### config.mk
export PLATFORM = sky130hd
export DESIGN_NAME = sar_search_16_bit
export DESIGN_NICKNAME = d
export VERILOG_FILES = /design/src/rtl/sar_search_16_bit.sv
export SDC_FILE = /design/constraint.sdc
export NUM_CORES = 1
export LEC_CHECK = 0
export ABC_AREA = 1
export CORE_UTILIZATION = 53
export DETAILED_ROUTE_END_ITERATION = 6
export PLACE_DENSITY = 0.87
export REMOVE_ABC_BUFFERS = 1
export SKIP_LAST_GASP = 1
export SYNTH_ARGS = -nofsm -noshare
export SYNTH_HDL_FRONTEND = slang
export SYNTH_SLANG_ARGS = --single-unit
### constraint.sdc
create_clock -name Clock_In -period 2.2 [get_ports Clock_In]
set_input_delay 0.44 -clock Clock_In [delete_from_list [all_inputs] [get_ports Clock_In]]
set_output_delay 0.44 -clock Clock_In [all_outputs]
set_load 0.01 [all_outputs]
### src/rtl/sar_search_16_bit.sv
// Successive-approximation search engine: drives trial values into a magnitude
// comparator and binary-searches the target MSB first using its less/equal/greater flags.
module sar_search_16_bit #(
    parameter int DATA_WIDTH = 16
) (
    input  logic                  Clock_In,
    input  logic                  Reset_In,
    input  logic                  Start_In,
    output logic [DATA_WIDTH-1:0] Trial_Out,
    output logic                  Trial_Valid_Out,
    input  logic                  Result_Valid_In,
    input  logic                  Less_In,
    input  logic                  Equal_In,
    input  logic                  Greater_In,
    output logic                  Busy_Out,
    output logic                  Done_Out,
    output logic [DATA_WIDTH-1:0] Found_Out,
    output logic                  Exact_Out,
    output logic                  Error_Out
);

    // state  | meaning
    // IDLE   | waiting for Start_In, result registers hold last search
    // ISSUE  | trial presented, waiting for a comparator handshake
    // FINISH | one-cycle Done_Out (and Error_Out on abort)
    typedef enum logic [1:0] {
        ST_IDLE,
        ST_ISSUE,
        ST_FINISH
    } state_t;

    localparam int IDX_W = (DATA_WIDTH > 1) ? $clog2(DATA_WIDTH) : 1;
    localparam logic [IDX_W-1:0] IDX_MSB = IDX_W'(DATA_WIDTH - 1);

    state_t                state, state_nxt;
    logic [DATA_WIDTH-1:0] base, base_nxt;
    logic [DATA_WIDTH-1:0] found, found_nxt;
    logic [IDX_W-1:0]      bit_idx, bit_idx_nxt;
    logic                  exact, exact_nxt;
    logic                  err, err_nxt;
    logic [DATA_WIDTH-1:0] trial_bit;
    logic [DATA_WIDTH-1:0] trial;
    logic [DATA_WIDTH-1:0] resolved_base;

    assign trial_bit = DATA_WIDTH'(1) << bit_idx;
    assign trial     = base | trial_bit;

    always_ff @(posedge Clock_In or negedge Reset_In) begin
        if (!Reset_In) begin
            state   <= ST_IDLE;
            base    <= '0;
            bit_idx <= IDX_MSB;
            found   <= '0;
            exact   <= 1'b0;
            err     <= 1'b0;
        end else begin
            state   <= state_nxt;
            base    <= base_nxt;
            bit_idx <= bit_idx_nxt;
            found   <= found_nxt;
            exact   <= exact_nxt;
            err     <= err_nxt;
        end
    end

    always_comb begin
        state_nxt     = state;
        base_nxt      = base;
        bit_idx_nxt   = bit_idx;
        found_nxt     = found;
        exact_nxt     = exact;
        err_nxt       = err;
        resolved_base = Less_In ? trial : (base & ~trial_bit);
        case (state)
            ST_IDLE: begin
                if (Start_In) begin
                    base_nxt    = '0;
                    bit_idx_nxt = IDX_MSB;
                    found_nxt   = '0;
                    exact_nxt   = 1'b0;
                    err_nxt     = 1'b0;
                    state_nxt   = ST_ISSUE;
                end
            end
            ST_ISSUE: begin
                if (Result_Valid_In) begin
                    // anything other than exactly one flag (including X/Z) aborts
                    case ({Less_In, Equal_In, Greater_In})
                        3'b010: begin
                            found_nxt = trial;
                            exact_nxt = 1'b1;
                            state_nxt = ST_FINISH;
                        end
                        3'b100, 3'b001: begin
                            base_nxt = resolved_base;
                            if (bit_idx == '0) begin
                                found_nxt = resolved_base;
                                exact_nxt = 1'b0;
                                state_nxt = ST_FINISH;
                            end else begin
                                bit_idx_nxt = bit_idx - IDX_W'(1);
                            end
                        end
                        default: begin
                            found_nxt = '0;
                            exact_nxt = 1'b0;
                            err_nxt   = 1'b1;
                            state_nxt = ST_FINISH;
                        end
                    endcase
                end
            end
            ST_FINISH: begin
                err_nxt   = 1'b0;
                state_nxt = ST_IDLE;
            end
            default: state_nxt = ST_IDLE;
        endcase
    end

    assign Trial_Out       = (state == ST_ISSUE) ? trial : '0;
    assign Trial_Valid_Out = (state == ST_ISSUE);
    assign Busy_Out        = (state == ST_ISSUE);
    assign Done_Out        = (state == ST_FINISH);
    assign Error_Out       = (state == ST_FINISH) && err;
    assign Found_Out       = found;
    assign Exact_Out       = exact;

endmodule

---- Yosys cells after proc, flatten, opt, wreduce, memory -nomap -nowiden ----
Cells that the tools add are included.
word-level totals
  input bits .............................. 7
  word-level logic and storage cells ...... 62
  memories kept ........................... 0
  bits in read-only memories .............. 0
  output and inout bits ................... 37
  bits in latches ......................... 0
  flip-flop bits (word level) ............. 40
  RAM bits ................................ 0
cells by class
  magnitude comparators ................... 0
  add/sub/neg operators ................... 1
  shift-type cells ........................ 1
  $mul .................................... 0
  reduce and logical (&&, ||, !) cells .... 12
  div/mod/pow operators ................... 0
  bitwise logic cells ..................... 3
  equality and inequality tests ........... 11
  mux-type cells .......................... 28
operators by type and width
  operator                                             number
  2-to-1 mux 16 bit                                    7
  case mux 16 bit (2 select lines)                     3
  bitwise AND 16 bit                                   1
  2-to-1 mux 4 bit                                     4
  inverter 16 bit                                      1
  OR 16 bit                                            1
  left shift 1 x 4 -> 16 bit, first input constant     1
  AND reduction 4 bit                                  3
  2-to-1 mux 2 bit                                     4
  inequality test 2 bit, second input constant         4
  case mux 4 bit (2 select lines)                      1
  2-to-1 mux 1 bit                                     5
  AND reduction 5 bit                                  1
  logical NOT 4 bit                                    1
  case mux 1 bit (2 select lines)                      2
  case mux 2 bit (2 select lines)                      1
  subtractor 4 x 1 -> 4 bit, second input constant     1
  equality test 3 x 1 -> 1 bit, second input constant  1
  equality test 3 x 2 -> 1 bit, second input constant  1
  equality test 3 bit, second input constant           1
  inequality test 3 bit, second input constant         1
  case mux 1 bit (3 select lines)                      1
  AND reduction 3 bit                                  1
  nonzero test 3 bit                                   1
  8 further kinds                                      8

---- Logic depth before layout (Yosys ltp) ----
  depth after elaboration ................. 8
  gate-level depth with buffers ........... 11

---- Least setup slack after synthesis ----
Ideal clock, no wire load.
  path kind ............................... register to output
  start point ............................. register bit_idx[0]
  end point ............................... output port Trial_Out[0]
  path slack .............................. 0.514 ns
  path buffers ............................ 0
  cell stages (with the launch flop) ...... 7
  arrival time ............................ 1.246 ns
  cell sequence ........................... dfstp_2 -> inv_1 -> ha_1 -> nand2_1 -> nor2_1 -> nor2_1 -> nor2_1
between the ends
  longest elaborated chain between the ends .. 3
RTL lines
  item                        RTL line  text
  start: declaration          38        logic [IDX_W-1:0] bit_idx, bit_idx_nxt;
  start signal: assignment    59        bit_idx <= bit_idx_nxt;
  left shift 1 x 4 -> 16 bit  45        assign trial_bit = DATA_WIDTH'(1) << bit_idx;
  OR 16 bit                   46        assign trial = base | trial_bit;
  2-to-1 mux 16 bit           121       assign Trial_Out = (state == ST_ISSUE) ? trial : '0;
  end: declaration            9         output logic [DATA_WIDTH-1:0] Trial_Out,
Every way passes these cells.

---- Worst setup path in the final report ----
  start point ............................. register bit_idx[1]
  end point ............................... output port Trial_Out[1]
The elaborated chain is that of the path after synthesis.

==> flow_summary_export.csv <==
group,metric,value,unit
global_routing,grt_pass1_wl,11400,um
final_layout,nets,418,
synth,synth_edf_count,0,
critical_path,worstPathMaxFanout,4,
final_layout,seq_area,1010,um2
global_routing,track_usage,0.290,
die,die_h,71.3,um
sta,setup_viol,3,
pwr,share_comb_of_total_power,0.583,
critical_path,startpoint,"bit_idx[1]",
cts,cts_tree,"yes",
route,highest-signal-layer,"met4",
place,gp_congestion,0.910,
critical_path,crit_family,"flip-flops",
place,dp_slack,-67.5,ps
pwr,p_clk_frac,0.173,
final_layout,fin_area,3400,um2
sta,relSlewSlack,0.665,
global_routing,antenna_found_initial,0,
synth,yosys_warnings,0,
critical_path,slowest_delay,560,ps
final_layout,layout.cells.non_filler,459,
synth,postSynthAreaPerCell,7.60,um2
pwr,vdd_ir_drop_max,0.906,mV
pwr,power_frac_seq,0.243,
synth,syn_area,2550,um2
cts,cts.sinks,40,
critical_path,critical_path_buf_inv_count,3,
final_layout,postLayoutCoreUtil,0.761,
place,numPortBuffers,43,
final_layout,n_fill_cell,325,
critical_path,cp_common_cell,"inv_1",
place,dp.final_hpwl,4630,um
critical_path,crit_path_start_kind,"register",
die,io_pins,44,
critical_path,critPathKind,"register to output port",
sta,rsz0062_at_grt,"yes",
route,drc,4,
route,antenna_left,0,
sta,hold_slack,193,ps
final_layout,drive_above_1_share,0.270,
cts,cts_buffers,5,
route,wire_per_inst,15.8,um
critical_path,critPathSlowestCell,"dfstp_2",
sta,min_period,2240,ps
pwr,p_leak,1.69,nW
pwr,netSwitchingFraction,0.443,
pwr,p_int,2.71,mW
cts,cts.clk_slew.worst_paths,80,ps
critical_path,r2r_slack,330,ps
sta,finalCritPeriodShare,1.02,
die,floorplan.initialDensity,0.569,
synth,ys_async_sr_fraction,1.00,
synth,ys_ff_latch,40,
route,met3WireLength,585,um
sta,fin_worst_skew,5.88,ps
die,num_rows,24,
die,core-area,4470,um2
synth,yosysSeqAreaShare,0.395,
pwr,p_per_area,1430,nW/um2
cts,htreeDepth,2,
status,violations,"DRC, setup timing",
sta,final.setup.tns,-85.9,ps
route,dr.pass1.iters,7,
critical_path,worstPathCellList,"inv_1 -> ha_2 -> nand3_1 -> nand2_1 -> inv_1 -> nor2_1 -> dlygate4sd2_1",
global_routing,grt_max_degree,41,
hold_path,worstHoldPathType,"primary input to async pin",
route,wl_met2,3570,um
final_layout,multi_input_area,1350,um2
die,die_area,5090,um2
status,status,"finished, violations left",
global_routing,grt_pass1_vias,2539,
pwr,p_sw,2.15,mW
die,die_w,71.3,um
sta,hold_viol_final,0,
critical_path,arrival,1800,ps
cts,insertion_delay,300,ps
final_layout,n_antenna_cell,0,
sta,setup_slack,-38.8,ps
route,wl_met1,2860,um
pwr,total_power,4.86,mW
synth,synth_cell_type_count,32,
critical_path,r2r_start,"bit_idx[1]",
sta,max_freq,0.447,GHz
route,route.vias.total,2646,
synth,synthFlopType,"dfrtp_1",
critical_path,crit_required,1760,ps
global_routing,overflow,0,
cts,root_buffer,"clkbuf_8",
run,cap_violations,0,
route,routed_wl,7270,um
critical_path,end_kind,"output port",
place,dp.cells,438,
sta,worst-slew-pin-transition,502,ps
synth,postSynthCellCount,335,
sta,finalMaxSlewViolations,0,
cts,cts.path.max_buffers,2,
route,routed_via_density,5.76,
place,dpl-instance-area,3100,um2
route,drt_iter0_markers,366,
final_layout,area_growth,33.7,%
==> routing by layer <==
metal | up-vias | track usage
met5 | - | 0
li1 | 1210 | -
met4 | 0 | 0.120
met2 | 167 | 0.504
met1 | 1240 | 0.359
met3 | 29 | 0.0464
==> state kept, by name (all words and copies together), names as in the netlist <==
signal,cells
state,2
Found_Out,16
base,16
Exact_Out,1
err,1
bit_idx,4
==> cells in the final DEF (no fill, tap or decap), types with 2 or more instances in the layout <==
master           instances
clkdlybuf4s50_1         26
a21oi_1                 12
dfstp_2                  4
o21ai_2                 14
a21oi_2                  6
nand3b_1                 2
nand3_1                 32
a21oi_4                  2
dfrtp_1                 36
dlygate4sd2_1           11
bufinv_16                3
clkbuf_2                 3
nor2_4                   2
nand2_1                 91
clkbuf_8                 5
buf_4                   35
nand2_2                 14
ha_4                     3
o21ai_1                  2
nor2_1                  29
inv_1                   30
inv_2                    5
o21ai_0                 12
nand2_4                  2
dlymetal6s2s_1           2
nor2_2                   3
nand3_2                  2
nand4_1                  8
==> power by group through the flow <==
stage	clock network, mW	registers (mW)	logic [mW]
floorplan	0	1.24	1.43
global placement	0	1.20	2.41
detailed placement	0	1.21	2.47
CTS	0.839	1.22	2.57
global route	0.887	1.20	3.06
finish	0.842	1.18	2.83
==> layout make-up <==
| class | count | area share |
|---|---|---|
| multi-input cells | 244 | 0.397 |
| flip-flops and latches | 40 | 0.296 |
| repair buffers | 79 | 0.201 |
| inverters | 36 | 0.0404 |
| clock inverters | 3 | 0.0265 |
| clock buffers | 5 | 0.0202 |
| well taps | 52 | 0.0191 |
==> timing repair <==
action,4_1_cts,5_1_grt
resized for setup,27,10
setup buffers,4,9
hold buffers,0,0
setup endpoints to repair,16,15
pin swaps,2,4
==> final timing paths <==
kind	end	depth (start not counted)
setup / recovery	Trial_Out[1]	7
hold / removal	base[13]	2
setup reg to reg	Found_Out[0]	9
hold reg to reg	Found_Out[5]	2
max in group asynchronous	bit_idx[2]	2
min in group Clock_In	Found_Out[5]	2
==> kinds of logic after synthesis <==
kind of cell	Yosys count	synth area share
AND/OR/NAND/NOR	189	0.350
buffers and inverters	51	0.101
AO/OA/AOI/OAI	50	0.130
adder cells (fa/ha/maj)	5	0.0246
flip-flops	40	0.395
==> cell usage after synthesis, types with 2 or more instances <==
| cell type | number | area (um2) |
|---|---|---|
| nand2_4 | 2 | 22.5 |
| buf_4 | 4 | 30.0 |
| nand3b_1 | 2 | 15.0 |
| o21ai_0 | 12 | 60.1 |
| o21ai_2 | 14 | 123 |
| ha_1 | 5 | 62.6 |
| buf_6 | 4 | 45.0 |
| nand4_1 | 8 | 50.1 |
| nand2_1 | 91 | 342 |
| nor2_1 | 29 | 109 |
| dfstp_2 | 4 | 105 |
| inv_1 | 31 | 116 |
| nor2_2 | 3 | 18.8 |
| nor2_4 | 2 | 22.5 |
| o21ai_1 | 2 | 10.0 |
| dfrtp_1 | 36 | 901 |
| inv_2 | 4 | 15.0 |
| nand3_1 | 33 | 165 |
| nand2_2 | 14 | 87.6 |
| a21oi_4 | 2 | 32.5 |
| buf_2 | 5 | 25.0 |
| a21oi_1 | 18 | 90.1 |
Power figures use the tool's default switching activity.
